**src/rtl/spectro_readout_scheduler.sv**
```systemverilog
// Serial readout sequencer for one spectrogram frame: timestamp halves on two lanes, then ch1/ch2 bin words.
// Define READOUT_PARITY_EN to append an even-parity bit after every serialized word.
module spectro_readout_scheduler #(
  parameter int TS_W   = 16,
  parameter int CH_W   = 7,
  parameter int N_BINS = 8,
  parameter int ADDR_W = 3
) (
  input  logic              input_acquisition_clk,
  input  logic              reset,
  input  logic              readout_en,
  input  logic              frame_ready,
  input  logic              shift_tick,
  input  logic [TS_W-1:0]   ts_value,
  output logic              mem_rd_en,
  output logic [ADDR_W-1:0] mem_addr,
  input  logic [CH_W-1:0]   mem_rd_data_ch1,
  input  logic [CH_W-1:0]   mem_rd_data_ch2,
  output logic [1:0]        serial_out,
  output logic              sl_time,
  output logic              sl_ch,
  output logic              sending_data,
  output logic              frame_done,
  output logic              overrun
);

  localparam int HALF = TS_W / 2;
`ifdef READOUT_PARITY_EN
  localparam int PAR_BITS = 1;
`else
  localparam int PAR_BITS = 0;
`endif
  localparam int TS_LEN = HALF + PAR_BITS;
  localparam int CH_LEN = CH_W + PAR_BITS;
  localparam int SR_W   = (HALF > CH_W) ? HALF : CH_W;
  localparam int CNT_W  = $clog2(SR_W + 2);
  localparam logic [ADDR_W-1:0] LAST_IDX = ADDR_W'(N_BINS - 1);

  localparam logic [2:0] S_IDLE     = 3'd0;
  localparam logic [2:0] S_LOAD_TS  = 3'd1;
  localparam logic [2:0] S_SHIFT_TS = 3'd2;
  localparam logic [2:0] S_FETCH    = 3'd3;
  localparam logic [2:0] S_LOAD_CH  = 3'd4;
  localparam logic [2:0] S_SHIFT_CH = 3'd5;
  localparam logic [2:0] S_DONE     = 3'd6;

  logic [2:0]        state;
  logic [SR_W-1:0]   sr0, sr1;
  logic              par0, par1;
  logic [CNT_W-1:0]  bit_cnt;
  logic [ADDR_W-1:0] word_idx;
  logic              last_bit;
  logic              par_slot;

  // Words are left-aligned in the shift registers so the MSB always sits at SR_W-1.
  assign last_bit = (bit_cnt == ((state == S_SHIFT_TS) ? CNT_W'(TS_LEN - 1) : CNT_W'(CH_LEN - 1)));
`ifdef READOUT_PARITY_EN
  assign par_slot = (bit_cnt == ((state == S_SHIFT_TS) ? CNT_W'(HALF) : CNT_W'(CH_W)));
`else
  assign par_slot = 1'b0;
`endif

  always_ff @(posedge input_acquisition_clk or posedge reset) begin
    if (reset) begin
      state        <= S_IDLE;
      sr0          <= '0;
      sr1          <= '0;
      par0         <= 1'b0;
      par1         <= 1'b0;
      bit_cnt      <= '0;
      word_idx     <= '0;
      mem_rd_en    <= 1'b0;
      mem_addr     <= '0;
      serial_out   <= '0;
      sl_time      <= 1'b0;
      sl_ch        <= 1'b0;
      sending_data <= 1'b0;
      frame_done   <= 1'b0;
      overrun      <= 1'b0;
    end else begin
      if (frame_ready && readout_en && (state != S_IDLE))
        overrun <= 1'b1;
      case (state)
        S_IDLE: begin
          if (frame_ready && readout_en) begin
            sr0          <= SR_W'(ts_value[TS_W-1:HALF]) << (SR_W - HALF);
            sr1          <= SR_W'(ts_value[HALF-1:0]) << (SR_W - HALF);
            par0         <= 1'b0;
            par1         <= 1'b0;
            sending_data <= 1'b1;
            sl_time      <= 1'b1;
            state        <= S_LOAD_TS;
          end
        end
        S_LOAD_TS: begin
          sl_time <= 1'b0;
          bit_cnt <= '0;
          state   <= S_SHIFT_TS;
        end
        S_SHIFT_TS, S_SHIFT_CH: begin
          if (shift_tick) begin
            if (par_slot) begin
              serial_out <= {par1, par0};
            end else begin
              serial_out <= {sr1[SR_W-1], sr0[SR_W-1]};
              sr0        <= sr0 << 1;
              sr1        <= sr1 << 1;
              par0       <= par0 ^ sr0[SR_W-1];
              par1       <= par1 ^ sr1[SR_W-1];
            end
            bit_cnt <= bit_cnt + 1'b1;
            if (last_bit) begin
              if (state == S_SHIFT_TS) begin
                word_idx  <= '0;
                mem_addr  <= '0;
                mem_rd_en <= 1'b1;
                state     <= S_FETCH;
              end else if (word_idx == LAST_IDX) begin
                frame_done   <= 1'b1;
                sending_data <= 1'b0;
                state        <= S_DONE;
              end else begin
                word_idx  <= word_idx + 1'b1;
                mem_addr  <= word_idx + 1'b1;
                mem_rd_en <= 1'b1;
                state     <= S_FETCH;
              end
            end
          end
        end
        S_FETCH: begin
          mem_rd_en <= 1'b0;
          sl_ch     <= 1'b1;
          state     <= S_LOAD_CH;
        end
        S_LOAD_CH: begin
          // Read data is valid this cycle, one cycle after the read strobe.
          sr0     <= SR_W'(mem_rd_data_ch1) << (SR_W - CH_W);
          sr1     <= SR_W'(mem_rd_data_ch2) << (SR_W - CH_W);
          par0    <= 1'b0;
          par1    <= 1'b0;
          bit_cnt <= '0;
          sl_ch   <= 1'b0;
          state   <= S_SHIFT_CH;
        end
        S_DONE: begin
          frame_done <= 1'b0;
          serial_out <= '0;
          state      <= S_IDLE;
        end
        default: state <= S_IDLE;
      endcase
    end
  end

endmodule

```
**config.mk**
```make
export PLATFORM = sky130hd
export DESIGN_NAME = spectro_readout_scheduler
export DESIGN_NICKNAME = d
export VERILOG_FILES = /design/src/rtl/spectro_readout_scheduler.sv
export SDC_FILE = /design/constraint.sdc
export NUM_CORES = 1
export LEC_CHECK = 0
export CAP_MARGIN = 30
export CORE_ASPECT_RATIO = 0.7
export CORE_UTILIZATION = 48
export CTS_BUF_LIST = sky130_fd_sc_hd__clkbuf_8
export DETAILED_ROUTE_END_ITERATION = 8
export HOLD_SLACK_MARGIN = 0.06
export PLACE_DENSITY = 0.76
export SLEW_MARGIN = 25
export SYNTH_ARGS = -nofsm -noshare
export SYNTH_HDL_FRONTEND = slang
export SYNTH_SLANG_ARGS = --single-unit
```
**constraint.sdc**
```tcl
create_clock -name input_acquisition_clk -period 2.31 [get_ports input_acquisition_clk]
set_input_delay 0.231 -clock input_acquisition_clk [delete_from_list [all_inputs] [get_ports input_acquisition_clk]]
set_output_delay 0.231 -clock input_acquisition_clk [all_outputs]
set_load 0.005 [all_outputs]
```
==> reports/results.ini <==
[synth]
async_reset_ff_share_pct=100
yosysWarnings=0
synth-seq-cells=34
ys_seq_area_share_pct=39.8
synth.cell_area_mm2=0.00214
avgSynthCellArea_um2=9.38
synthCells=228
syn_nets=266
yosys.cell_types.count=46
synthFlopType=dfrtp_1
synth-edff-count=0

[floorplan]
std_cell_rows=19
fp.dieArea_mm2=0.00473
ios=46
die_w_um=81.8
fp.dieH_um=57.9
core_mm2=0.00409
initial_core_util_pct=52.3

[clock_network]
postCtsSetupRepairBufs=0
htree_levels=2
cts-root-buf=clkbuf_8
cts_resized=0
cts.sinks=34
clk_latency_ns=0.29
cts_hold_buf=0
numCtsBuffers=5
cts.clk_slew.worst_paths_ns=0.07
clockBufferDepth=2
cts_tree=done

[run]
maxCapViolations=0

[drt]
drc=0
first_iter_violations=163
viasPerCell=6.06
routed_wl_um=5440
final_antenna_net_count=0
wire_per_inst_um=16.5
firstDrtPassIters=4
vias=1999

[grt]
grt-ovfl-total=0
antenna_found_initial=0
grt_pass1_wl_um=8690
track_usage_pct=24.6
grt_pass1_vias=1795
grt_start_max_net_pins=35

[power]
irDropWorstVdd_v=0.000566
power.leakage_uw=0.00115
p_per_area_mw_per_mm2=1130

[sta]
fin_skew_ns=0.00489
layout_setup_ws_ns=0.284
finalSetupViolCount=0
worst_pin_slew_ns=0.953
fin_setup_tns_ns=0
whs_ns=0.332
max_freq_ghz=0.494
finalHoldViolations=0
rsz0062_at_grt=false
fin_crit_sh_pct=87.7
slew_headroom_pct=36.3
fin_crit_ns=2.03
maxSlewViolCount=0

[finish]
antennaDiodeCount=0
drive_gt1_share_pct=16.5
num-nets-final=316
area_delta_synth_final_pct=28.5

[place]
hpwl_um=3750
dp_slack_ns=0.138
numPortBuffers=45
gp_congestion=0.867

[setup_path]
arrival_ns=2.20
path_class=register to register
worstPathMaxFanout=16
reg2reg_setup_slack_ns=0.28
required_ns=2.48
start_kind=register
end_kind=register

[run_status]
outcome=finished, final reports clean

[worst_hold_path]
min_path_type=primary input to async pin

-- path summary, 6_finish.rpt --
| check | start | end | cells after the start |
|---|---|---|---|
| min in group input_acquisition_clk | overrun$_DFFE_PP0P_ | overrun$_DFFE_PP0P_ | 1 |
| max in group asynchronous | reset | overrun$_DFFE_PP0P_ | 3 |
| hold / removal | reset | sr1[0]$_DFFE_PP0P_ | 3 |
| hold reg to reg | overrun$_DFFE_PP0P_ | overrun$_DFFE_PP0P_ | 1 |
| setup / recovery | state[0]$_DFFE_PP0P_ | sr0[6]$_DFFE_PP0P_ | 4 |
| setup reg to reg | state[0]$_DFFE_PP0P_ | sr0[6]$_DFFE_PP0P_ | 4 |
-- report_power, final --
group	leakage (uW)	switching [uW]	internal, uW
Combinational	0.000691	847	833
Clock	0.0000438	207	202
Sequential	0.000419	195	816
Total	0.00115	1250	1850
-- through the flow --
step | std cells | instance area (um2) | util, % | total power, uW
after floorplan | 228 | 2140 | - | 2220
after global placement | 323 | 2670 | 65.3 | 2650
after detailed placement | 323 | 2670 | 65.3 | 2680
after CTS | 330 | 2750 | 67.2 | 3100
after global routing | 330 | 2750 | 67.2 | 3310
final | 330 | 2750 | 67.2 | 3100
-- cell usage after synthesis (all sizes together), types with 3 or more instances --
library cell	instances	share of area, %
a21oi	14	3.3
a2bb2oi	15	6.1
a221oi	4	1.6
buf	9	2.5
nor2b	4	1.2
nand2	14	2.5
o22ai	10	2.9
clkbuf	4	0.70
nand2b	4	1.2
o21ai	9	2.3
dfrtp	34	40
mux2	21	11
nor2	30	5.3
ha	3	1.8
o211ai	3	1.3
mux2i	6	2.8
nand3	7	1.6
inv	11	2.0
-- final cells by class --
class                           count  area (um2)
Sequential cell                    34         851
Clock buffer                        5        68.8
Multi-Input combinational cell    170        1180
Fill cell                         327        1340
Timing Repair Buffer               56         533
Clock inverter                      2        10.0
Tap cell                           52        65.1
Inverter                           11        43.8
-- cell families (layout without fill, tap and decap cells) --
| family | count (synthesis) | after routing | share of synthesized area [%] |
|---|---|---|---|
| AND/OR/NAND/NOR | 68 | 68 | 15.0 |
| buffers and inverters | 24 | 74 | 5.20 |
| multiplexers | 27 | 27 | 14.0 |
| adder cells (fa/ha/maj) | 3 | 3 | 1.75 |
| flip-flops | 34 | 34 | 39.8 |
| AO/OA/AOI/OAI | 72 | 72 | 24.3 |
-- metal layers --
metal  track usage (%)  share of wire (%)  up-vias
li1                  -                  -      954
met1              37.2                 50      946
met2              36.1                 43       90
met3              4.57                6.6        9
met4              6.77                1.0        0
met5                 0                  0        -
-- flip-flops by register name, summed over array words and instances (netlist names), 2 cells and up --
signal	count
word_idx	3
sr1	8
sr0	8
serial_out	2
state	3
bit_cnt	4
-- worst max-delay path: stages, from the launching register on --
cell and delay (ns):
dfrtp_1 0.52, inv_4 0.12, nand2_1 0.08, o211ai_2 0.75
mux2_2 0.42
-- cells in the final DEF, fill, tap and decap left out, drive strengths merged, types with 6 or more instances in the layout --
cell           Yosys  routed
mux2              21      21
nand2             14      14
mux2i              6       6
o21ai              9       9
a21oi             14      14
clkdlybuf4s50      0      45
buf                9      11
inv               11      11
nor2              30      30
dfrtp             34      34
o22ai             10      10
nand3              7       7
a2bb2oi           15      15
(Power assumes the default switching activity.)
